[config.mk]
export PLATFORM = sky130hd
export DESIGN_NAME = rr_ring_arbiter_flat
export DESIGN_NICKNAME = d
export VERILOG_FILES = /design/src/rtl/rr_ring_arbiter_if.sv /design/src/rtl/rr_ring_arbiter.sv /design/src/flat_wrapper.sv
export SDC_FILE = /design/constraint.sdc
export NUM_CORES = 1
export LEC_CHECK = 0
export CAP_MARGIN = 0
export CORE_ASPECT_RATIO = 0.75
export CORE_UTILIZATION = 35
export DETAILED_ROUTE_END_ITERATION = 7
export PLACE_DENSITY_LB_ADDON = 0.25
export RECOVER_POWER = 100
export REMOVE_ABC_BUFFERS = 1
export SYNTH_ARGS = -nofsm -noshare
export SYNTH_HDL_FRONTEND = slang
export SYNTH_SLANG_ARGS = --single-unit
[constraint.sdc]
create_clock -name clk -period 1.7 [get_ports clk]
set_input_delay 0.34 -clock clk [delete_from_list [all_inputs] [get_ports clk]]
set_output_delay 0.34 -clock clk [all_outputs]
set_load 0.02 [all_outputs]
[src/rtl/rr_ring_arbiter_if.sv]
// Request/grant bundle between the requesting engines and the round-robin arbiter.
// The arbiter drives grant, grant_valid, grant_idx and ptr; the requesters drive req.
interface rr_ring_arbiter_if #(
  parameter int N = 4
);
  localparam int IDXW = (N > 1) ? $clog2(N) : 1;

  logic [N-1:0]    req;
  logic [N-1:0]    grant;
  logic            grant_valid;
  logic [IDXW-1:0] grant_idx;
  logic [N-1:0]    ptr;

  modport master (
    output req,
    input  grant,
    input  grant_valid,
    input  grant_idx,
    input  ptr
  );

  modport slave (
    input  req,
    output grant,
    output grant_valid,
    output grant_idx,
    output ptr
  );
endinterface

[src/rtl/rr_ring_arbiter.sv]
// Round-robin arbiter with a one-hot rotating priority pointer, registered one-hot grant,
// zero-gap handoff on release, and an optional hold limit that forces rotation.
module rr_ring_arbiter #(
  parameter int N        = 4,
  parameter int MAX_HOLD = 8
) (
  input  logic               clk,
  input  logic               rst_n,
  rr_ring_arbiter_if.slave   arb
);
  localparam int IDXW = (N > 1) ? $clog2(N) : 1;
  localparam int HCW  = (MAX_HOLD > 0) ? $clog2(MAX_HOLD + 1) : 1;

  localparam logic [IDXW:0]   N_W      = (IDXW + 1)'(N);
  localparam logic [IDXW-1:0] LAST_IDX = IDXW'(N - 1);
  localparam logic [HCW-1:0]  HOLD_LIM = HCW'((MAX_HOLD > 0) ? (MAX_HOLD - 1) : 0);

  localparam logic [0:0] ST_IDLE  = 1'b0;
  localparam logic [0:0] ST_OWNED = 1'b1;

  logic [0:0]      state_q, state_d;
  logic [N-1:0]    grant_q, grant_d;
  logic            grant_valid_q, grant_valid_d;
  logic [IDXW-1:0] grant_idx_q, grant_idx_d;
  logic [N-1:0]    ptr_q, ptr_d;
  logic [HCW-1:0]  hold_cnt_q, hold_cnt_d;

  logic [N-1:0]    cand;
  logic [IDXW-1:0] ptr_idx;
  logic [IDXW:0]   pos;
  logic            win_found;
  logic [IDXW-1:0] win_idx;
  logic [IDXW-1:0] nxt_idx;
  logic [N-1:0]    win_oh;
  logic [N-1:0]    nxt_ptr;

  // Circular search starting at the pointer; the owner is never its own candidate.
  always_comb begin
    cand      = arb.req & ~grant_q;
    ptr_idx   = '0;
    pos       = '0;
    win_found = 1'b0;
    win_idx   = '0;
    for (int k = 0; k < N; k++) begin
      if (ptr_q[k]) ptr_idx = k[IDXW-1:0];
    end
    for (int i = N - 1; i >= 0; i--) begin
      pos = {1'b0, ptr_idx} + i[IDXW:0];
      if (pos >= N_W) pos = pos - N_W;
      if (cand[pos[IDXW-1:0]]) begin
        win_found = 1'b1;
        win_idx   = pos[IDXW-1:0];
      end
    end
    nxt_idx          = (win_idx == LAST_IDX) ? '0 : win_idx + 1'b1;
    win_oh           = '0;
    win_oh[win_idx]  = 1'b1;
    nxt_ptr          = '0;
    nxt_ptr[nxt_idx] = 1'b1;
  end

  logic owner_req;
  logic others_req;
  logic hold_sat;
  logic take;

  always_comb begin
    owner_req     = |(arb.req & grant_q);
    others_req    = |cand;
    hold_sat      = (MAX_HOLD > 0) && (hold_cnt_q == HOLD_LIM);
    take          = 1'b0;
    state_d       = state_q;
    grant_d       = grant_q;
    grant_valid_d = grant_valid_q;
    grant_idx_d   = grant_idx_q;
    ptr_d         = ptr_q;
    hold_cnt_d    = hold_cnt_q;

    if (state_q == ST_IDLE) begin
      take       = win_found;
      hold_cnt_d = '0;
    end else if (!owner_req) begin
      // Release: hand off in the same edge, or fall back to idle.
      if (win_found) begin
        take = 1'b1;
      end else begin
        state_d       = ST_IDLE;
        grant_d       = '0;
        grant_valid_d = 1'b0;
        grant_idx_d   = '0;
        hold_cnt_d    = '0;
      end
    end else if (hold_sat && others_req) begin
      take = 1'b1;
    end else if (MAX_HOLD > 0 && !hold_sat) begin
      hold_cnt_d = hold_cnt_q + 1'b1;
    end

    if (take) begin
      state_d       = ST_OWNED;
      grant_d       = win_oh;
      grant_valid_d = 1'b1;
      grant_idx_d   = win_idx;
      ptr_d         = nxt_ptr;
      hold_cnt_d    = '0;
    end
  end

  always_ff @(posedge clk or negedge rst_n) begin
    if (!rst_n) begin
      state_q       <= ST_IDLE;
      grant_q       <= '0;
      grant_valid_q <= 1'b0;
      grant_idx_q   <= '0;
      ptr_q         <= {{(N-1){1'b0}}, 1'b1};
      hold_cnt_q    <= '0;
    end else begin
      state_q       <= state_d;
      grant_q       <= grant_d;
      grant_valid_q <= grant_valid_d;
      grant_idx_q   <= grant_idx_d;
      ptr_q         <= ptr_d;
      hold_cnt_q    <= hold_cnt_d;
    end
  end

  assign arb.grant       = grant_q;
  assign arb.grant_valid = grant_valid_q;
  assign arb.grant_idx   = grant_idx_q;
  assign arb.ptr         = ptr_q;
endmodule

[src/flat_wrapper.sv]
// flat-port wrapper written by rule: the top's interface ports become plain ports
module rr_ring_arbiter_flat 
#(
  parameter int N        = 4,
  parameter int MAX_HOLD = 8
)
  (clk, rst_n, arb_req, arb_grant, arb_grant_valid, arb_grant_idx, arb_ptr);
  rr_ring_arbiter_if #(.N(N)) arb_i ();
  input  logic clk;
  input  logic rst_n;
  input wire logic [$bits(arb_i.req)-1:0] arb_req;
  output wire logic [$bits(arb_i.grant)-1:0] arb_grant;
  output wire logic [$bits(arb_i.grant_valid)-1:0] arb_grant_valid;
  output wire logic [$bits(arb_i.grant_idx)-1:0] arb_grant_idx;
  output wire logic [$bits(arb_i.ptr)-1:0] arb_ptr;
  assign arb_i.req = arb_req;
  assign arb_grant = arb_i.grant;
  assign arb_grant_valid = arb_i.grant_valid;
  assign arb_grant_idx = arb_i.grant_idx;
  assign arb_ptr = arb_i.ptr;
  rr_ring_arbiter #(.N(N), .MAX_HOLD(MAX_HOLD)) u_core (.clk(clk), .rst_n(rst_n), .arb(arb_i));
endmodule
==> results of run 1 <==
==> report_power, final <==
part / internal [W] / switching [W]
Sequential: 0.000516 / 0.000120
Clock: 0.000130 / 0.000126
Combinational: 0.000577 / 0.000651
Total: 0.00122 / 0.000897
==> stage by stage <==
step,cell area [um2],std cells,total power (W),TNS [ps],util
floorplan,888,92,0.00131,0,-
global placement,1200,157,0.00180,-3790,0.513
detailed placement,1200,157,0.00181,-4130,0.513
CTS,1250,162,0.00206,0,0.533
global route,1280,163,0.00227,-159,0.545
finish,1280,163,0.00212,0,0.545
==> synth_stat cells, drive strengths merged (2+ instances only) <==
cell type,n
nand2,17
dfrtp,15
o21ai,10
a21oi,5
nor2,5
nand3,4
nor2b,4
o211ai,3
a22o,2
a22oi,2
and2b,2
nand2b,2
nand3b,2
nor3,2
nor4,2
==> path summary, 6_finish.rpt <==
path	to
worst max-delay path	u_core.arb.grant[0]$_DFFE_PN0P_
worst min-delay path	u_core.arb.ptr[0]$_DFFE_PN1P_
worst max register to register	u_core.arb.grant[0]$_DFFE_PN0P_
worst min register to register	u_core.arb.ptr[0]$_DFFE_PN1P_
max in group asynchronous	u_core.arb.grant[1]$_DFFE_PN0P_
min in group asynchronous	u_core.state_q$_DFF_PN0_
==> flip-flops by register name (all words and copies together), names as in the netlist <==
register	flops
u_core.arb.grant	4
u_core.arb.grant_idx	2
u_core.arb.grant_valid	1
u_core.arb.ptr	4
u_core.hold_cnt_q	4
u_core.state_q	1
==> per-layer routing <==
metal / vias to the layer above / global-route usage / share of wire
met5: - / 0 / 0
met3: 2 / 0.0540 / 0.043
met2: 19 / 0.262 / 0.46
li1: 411 / - / -
met4: 0 / 0.0419 / 0.0052
met1: 389 / 0.260 / 0.50
==> layout make-up <==
| cell class | count | area, um2 |
|---|---|---|
| clock buffers | 4 | 36.3 |
| repair buffers | 33 | 267 |
| multi-input cells | 76 | 528 |
| well taps | 34 | 42.5 |
| flip-flops and latches | 16 | 404 |
| fillers | 228 | 1070 |
==> worst max-delay path: stages <==
cell	delay, ps
clkdlybuf4s50_1	410
and2b_2	230
or4_4	470
a22oi_4	250
nand2_1	110
o21ai_2	70
==> kinds of logic (layout without fill, tap and decap cells) <==
logic type	after synthesis	after routing	share of synthesized area
buf+inv	1	37	0.00420
compound gates	29	29	0.238
mux	1	1	0.0112
flops	16	16	0.450
simple gates	44	44	0.272
fa+ha+maj	1	1	0.0140
xor+xnor	1	1	0.00982
==> what timing repair did <==
action,in CTS,in global routing
gates resized for setup,13,8
setup endpoints to repair,12,12
buffers inserted,1,1
pin swaps,2,4
==> results.yml, run 1 <==
layout:
  final_cell_mix: "nand2_1, buf_4, dfrtp_1"
  area_delta_synth_final_pct: 43.2
  nets: 137
  drive_above_1_share: 0.295
  diodes: 0
logic_synthesis:
  synth_warnings: 0
  synth_top_area_frac: 0.421
  ys_types: 36
  yosys_register_bits: 16
  synth_area_leaders: "dfrtp_1, nand2_1, o21ai_1"
  synth_ff_type: "dfrtp_1"
  synth_area_um2: 892
  async_flop_share: 1.00
  synth_edf_count: 0
  seq_area_frac_synth: 0.450
  synth_top_cell_by_area: "dfrtp_1"
  syn_inst: 93
  syn_avg_cell_area_um2: 9.59
place:
  dp_hpwl_um: 1640
  pre_cts_ws_ps: -359
  port_buffers: 16
  gp_congestion: 0.856
die:
  die_x_um: 60.3
  dieArea_mm2: 0.00276
  start_util: 0.380
  rows: 15
  dieHeight_um: 45.7
  top_level_ports: 17
  fp.coreArea_mm2: 0.00235
route:
  drt_pass1_iterations: 4
  routed_via_density: 5.04
  routed_wl_um: 2290
  wl_per_cell_um: 14.0
  drt-initial-drc-count: 20
  ant_nets: 0
  dr_total_vias: 821
  drc: 0
clock_tree:
  numCtsBuffers: 3
  htreeDepth: 1
  cts-root-buf: "clkbuf_4"
  cts_buffer_depth: 2
  clock_sinks: 16
  path_clk_slew_ps: 100
  cts_tree: "yes"
  clock_latency_ps: 290
  cts_hold_buf: 0
global_routing:
  antenna_found_initial: 0
  grt_usage: 0.179
  overflow: 0
  grt_pass1_vias: 722
  grt_max_degree: 17
  grt_pass1_wl_um: 3500
setup_path:
  reg2reg_from: "u_core.arb.grant[3]$_DFFE_PN0P_"
  path_class: "in2reg"
  r2r_slack_ps: 40
  crit_required_ps: 1920
  start_kind: "input pin"
  critPathLaunch: "arb_req[2]"
  crit_fanout: 7
  crit_path_end_kind: "flip-flop"
  reg2reg_depth: 5
  critical_path_arrival_ps: 1880
sta:
  setup_viol: 0
  relSlewSlack: 0.429
  holdWs_ps: 481
  rsz0062_at_grt: "yes"
  final_max_slew_viol_count: 0
  finClkSkew_ps: 4.58
  timing.final.crit_share: 0.977
  fin_ws_ps: 38.6
  fmax_mhz: 602
  hold_viol_final: 0
  worst_pin_slew_ps: 857
  final.min_clock_period_ps: 1660
run_status:
  status: "finished clean"
pwr:
  p_leak_nw: 0.569
  powerDensity_mw_per_mm2: 1660
  ir_worst_vdd_mv: 0.773
hold_path:
  hp-class: "reg2reg"
  hp-start: "u_core.arb.ptr[0]$_DFFE_PN1P_"
  min_path_cells: 2
job:
  maxCapViolCount: 0
Note: power is estimated with default switching activity, not from simulation.
==> run 2: changes to the inputs <==
- CORE_MARGIN: unset -> 2
- GPL_TIMING_DRIVEN: unset -> 0
==> run 2 against run 1 <==
Effect of this change:
- die area is 7.8% higher
- combinational power is 7% lower
- clock-buffer cell count unchanged
- global-route usage decreased by 1.8 points
- clock skew grew 4.7 ps
- sequential power is 3.6% higher
==> results.yml, run 2 (synthesized netlist as in run 1, its figures left out) <==
die:
  top_level_ports: 17
  dieHeight_um: 47.7
  rows: 15
  die_x_um: 62.3
  start_util: 0.377
  dieArea_mm2: 0.00297
  fp.coreArea_mm2: 0.00236
sta:
  final_max_slew_viol_count: 0
  setup_viol: 0
  hold_viol_final: 0
  fmax_mhz: 594
  finalSetupTns_ps: 0
  rsz0062_at_grt: "yes"
  worst_pin_slew_ps: 720
  finClkSkew_ps: 9.28
  fin_ws_ps: 17.6
  relSlewSlack: 0.518
  timing.final.crit_share: 0.990
  final.min_clock_period_ps: 1680
place:
  pre_cts_ws_ps: -453
  gp_congestion: 0.737
  post_dp_cell_area_mm2: 0.00109
  dp_hpwl_um: 1480
  port_buffers: 16
layout:
  nets: 129
  final_common_cell: "nand2_1"
  register_area_um2: 404
  multi_input_area_um2: 534
  drive_above_1_share: 0.281
  area_delta_synth_final_pct: 38.0
  num-fill-cells: 241
  fin_area_mm2: 0.00123
  fin_util: 0.521
  final_cell_mix: "nand2_1, dfrtp_1, o21ai_1"
  diodes: 0
setup_path:
  start_kind: "flip-flop"
  crit_required_ps: 1870
  reg2reg_depth: 5
  reg2reg_from: "u_core.arb.grant[0]$_DFFE_PN0P_"
  r2r-end: "u_core.arb.grant[1]$_DFFE_PN0P_"
  critical_path_arrival_ps: 1850
  path_class: "reg2reg"
  crit_fanout: 7
  r2r_slack_ps: 20
  crit_path_end_kind: "flip-flop"
route:
  drc: 0
  wl_met1_um: 1150
  dr_total_vias: 803
  routed_wl_um: 2350
  ant_nets: 0
  drt_pass1_iterations: 4
  routed-wl-met3_um: 88
  wl_per_cell_um: 15.2
  routed_via_density: 5.18
  drt-initial-drc-count: 61
  top_layer: "met4"
  dr_wl_met2_um: 1100
pwr:
  ir_worst_vdd_mv: 0.868
  switching_share: 0.435
  p_int_w: 0.00116
  clockPowerShare: 0.122
  seqPwrFrac: 0.321
  switching_power_w: 0.000895
  powerDensity_mw_per_mm2: 1670
  combPwrFrac: 0.557
  p_leak_nw: 0.537
clock_tree:
  cts_buffer_depth: 2
  cts_tree: "yes"
  path_clk_slew_ps: 100
  clock_latency_ps: 290
  htreeDepth: 1
  numCtsBuffers: 3
  cts_hold_buf: 0
  cts-root-buf: "clkbuf_4"
  clock_sinks: 16
run_status:
  status: "finished clean"
hold_path:
  hp-start: "u_core.arb.ptr[0]$_DFFE_PN1P_"
  holdPathEnd: "u_core.arb.ptr[0]$_DFFE_PN1P_"
  min_path_cells: 2
  hp-class: "reg2reg"
global_routing:
  grt_usage: 0.161
  grt_pass1_wl_um: 3630
  antenna_found_initial: 0
  overflow: 0
  grt_max_degree: 17
  grt_pass1_vias: 790
job:
  maxCapViolCount: 0
## run 2: worst max-delay path: stages, from the launching register on
cell     delay [ps]
dfrtp_1         470
a22o_1          280
o21ai_1         460
a22oi_4         190
nand2_1         100
o21ai_1          60
## run 2: per-stage QoR
| step | total power [W] | hold WS (ps) | std cells |
|---|---|---|---|
| 6_report | 0.00206 | 470 | 155 |
| 5_1_grt | 0.00218 | 493 | 155 |
| 4_1_cts | 0.00196 | 475 | 151 |
| 3_5_place_dp | 0.00167 | 461 | 142 |
| 3_3_place_gp | 0.00165 | 455 | 142 |
| 2_1_floorplan | 0.00131 | 44.4 | 92 |
## run 2: layer usage
layer | up-vias | global-route usage
met2 | 17 | 0.265
met5 | - | 0
met1 | 384 | 0.216
met4 | 0 | 0.0844
li1 | 398 | -
met3 | 4 | 0.0259
## run 2: final cells by class
class / count / share of cell area
tap: 34 / 0.0346
clock buffer: 4 / 0.0295
timing repair buffer: 25 / 0.174
multi-input combinational: 76 / 0.434
sequential: 16 / 0.328
## run 2: power by group through the flow
stage / logic, W / clock network, W / registers [W]
final: 0.00115 / 0.000251 / 0.000659
after global placement: 0.000988 / 0 / 0.000664
after detailed placement: 0.00100 / 0 / 0.000672
after global routing: 0.00124 / 0.000268 / 0.000672
after floorplan: 0.000556 / 0 / 0.000754
after CTS: 0.00105 / 0.000255 / 0.000655
## run 2: how the worst max path moves through the flow
stage / from / endpoint / slack, ps / depth (start not counted)
final: u_core.arb.grant[0]$_DFFE_PN0P_ / u_core.arb.grant[1]$_DFFE_PN0P_ / 20 / 5
after global routing: u_core.arb.grant[3]$_DFFE_PN0P_ / u_core.arb.grant[0]$_DFFE_PN0P_ / -90 / 5
after CTS: u_core.arb.grant[3]$_DFFE_PN0P_ / u_core.arb.grant[0]$_DFFE_PN0P_ / 3 / 5
after detailed placement: arb_req[0] / u_core.arb.grant[2]$_DFFE_PN0P_ / -450 / 6
after global placement: arb_req[0] / u_core.arb.grant[2]$_DFFE_PN0P_ / -440 / 6
after floorplan: u_core.arb.grant[3]$_DFFE_PN0P_ / u_core.arb.grant[2]$_DFFE_PN0P_ / 30 / 5
## run 2: timing repair
item | CTS | global route
pin swaps | 3 | 8
setup buffers | 5 | 4
gates resized for setup | 15 | 9
setup endpoints to repair | 18 | 16
==> run 3: changes to the inputs <==
- clock period: 1.7 -> 1.4 ns (I/O delays scaled with it)
==> run 3 against run 2 <==
Effect of this change:
- the flow now finishes with violations (setup timing)
- highest routed layer unchanged
- combinational power grew 37%
- sequential power grew 23%
- cell count grew 3.2%
==> results.yml, run 3 (synthesized netlist as in run 1, its figures left out) <==
sta:
  final_max_slew_viol_count: 0
  setup_viol: 15
  hold_viol_final: 0
  fmax_mhz: 590
  finClkSkew_ps: 3.00
  fin_ws_ps: -294
  worst_pin_slew_ps: 708
  rsz0062_at_grt: "yes"
  relSlewSlack: 0.526
  holdWs_ps: 470
  final.min_clock_period_ps: 1690
  timing.final.crit_share: 1.21
place:
  gp_congestion: 0.737
  port_buffers: 16
  dp_hpwl_um: 1480
  pre_cts_ws_ps: -693
die:
  dieArea_mm2: 0.00297
  fp.coreArea_mm2: 0.00236
  rows: 15
  dieHeight_um: 47.7
  top_level_ports: 17
  die_x_um: 62.3
  start_util: 0.377
route:
  routed_via_density: 5.26
  drc: 0
  drt-initial-drc-count: 29
  routed_wl_um: 2430
  drt_pass1_iterations: 4
  ant_nets: 0
  dr_total_vias: 842
  wl_per_cell_um: 15.2
global_routing:
  antenna_found_initial: 0
  grt_max_degree: 17
  overflow: 0
  grt_pass1_wl_um: 3690
  grt_pass1_vias: 772
  grt_usage: 0.166
setup_path:
  path_common_cell: "o21ai_1"
  crit_chain: "a22o_1 -> o21ai_1 -> a22oi_4 -> nand2_1 -> o21ai_1"
  reg2reg_from: "u_core.arb.grant[0]$_DFFE_PN0P_"
  crit_path_end_kind: "flip-flop"
  crit_fanout: 7
  path_buf_inv: 0
  crit_required_ps: 1580
  critPathMaxStageDelay_ps: 480
  path_class: "reg2reg"
  crit_family: "compound AO/OA/AOI/OAI gates"
  r2r_slack_ps: -290
  r2r-end: "u_core.arb.grant[1]$_DFFE_PN0P_"
  reg2reg_depth: 5
  critical_path_arrival_ps: 1880
  start_kind: "flip-flop"
  cp_slowest_cell: "dfrtp_2"
clock_tree:
  numCtsBuffers: 3
  clock_sinks: 16
  cts_tree: "yes"
  htreeDepth: 1
  path_clk_slew_ps: 90
  cts_buffer_depth: 2
  clock_latency_ps: 290
  cts-root-buf: "clkbuf_4"
  cts_hold_buf: 0
hold_path:
  hp-class: "in2async"
layout:
  area_delta_synth_final_pct: 47.4
  final_cell_mix: "nand2_1, buf_4, dfrtp_1"
  drive_above_1_share: 0.397
  nets: 134
  num-fill-cells: 230
  diodes: 0
  final_common_cell: "nand2_1"
run_status:
  violations: "setup timing"
  status: "finished, violations left"
pwr:
  ir_worst_vdd_mv: 1.17
  power_w: 0.00269
  powerDensity_mw_per_mm2: 2040
  p_leak_nw: 0.564
job:
  maxCapViolCount: 0
-- run 3: cell types whose count changed in the layout (fill, tap and decap cells not counted), moves of 2 or more --
cell and delta:
buf_4 +4, buf_6 +2, o21ai_2 +3, clkbuf_2 +2, dfrtp_2 +3, clkdlybuf4s50_1 -3
o21ai_1 -3, dfrtp_1 -3
-- run 3: stage by stage --
step | instance area (um2) | cells | TNS [ps] | util
2_1_floorplan | 888 | 92 | -2840 | -
3_3_place_gp | 1090 | 142 | -9100 | 0.461
3_5_place_dp | 1090 | 142 | -9220 | 0.461
4_1_cts | 1200 | 153 | -3090 | 0.509
5_1_grt | 1320 | 160 | -4150 | 0.556
6_report | 1320 | 160 | -3100 | 0.556
-- run 3: worst max-delay path by stage --
stage	slack [ps]	depth (start not counted)	endpoint	start
floorplan	-270	5	u_core.arb.grant[2]$_DFFE_PN0P_	u_core.arb.grant[3]$_DFFE_PN0P_
global placement	-680	6	u_core.arb.grant[2]$_DFFE_PN0P_	arb_req[0]
detailed placement	-690	6	u_core.arb.grant[2]$_DFFE_PN0P_	arb_req[0]
CTS	-280	5	u_core.arb.grant[0]$_DFFE_PN0P_	u_core.arb.grant[2]$_DFFE_PN0P_
global route	-360	5	u_core.arb.grant[0]$_DFFE_PN0P_	u_core.arb.grant[2]$_DFFE_PN0P_
finish	-290	5	u_core.arb.grant[1]$_DFFE_PN0P_	u_core.arb.grant[0]$_DFFE_PN0P_
-- run 3: layout make-up --
cell class | instances | area (um2) | share of cell area
multi-input combinational | 76 | 577 | 0.439
sequential | 16 | 408 | 0.310
timing repair buffer | 30 | 251 | 0.191
tap | 34 | 42.5 | 0.0324
clock buffer | 4 | 36.3 | 0.0276
-- run 3: per-layer routing --
layer  track usage  part of all wire
met3        0.0188             0.035
met2         0.283              0.47
met1         0.223              0.48
met5             0                 0
met4        0.0800             0.017
-- run 3: timing repair --
| action | CTS | global route |
|---|---|---|
| pin swaps | 17 | 10 |
| setup endpoints to repair | 26 | 19 |
| gates resized for setup | 28 | 21 |
| buffers inserted | 7 | 7 |
-- run 3: report_power, final --
| group | switching, W | internal [W] |
|---|---|---|
| Sequential | 0.000177 | 0.000633 |
| Clock | 0.000151 | 0.000159 |
| Combinational | 0.000852 | 0.000716 |
| Total | 0.00118 | 0.00151 |
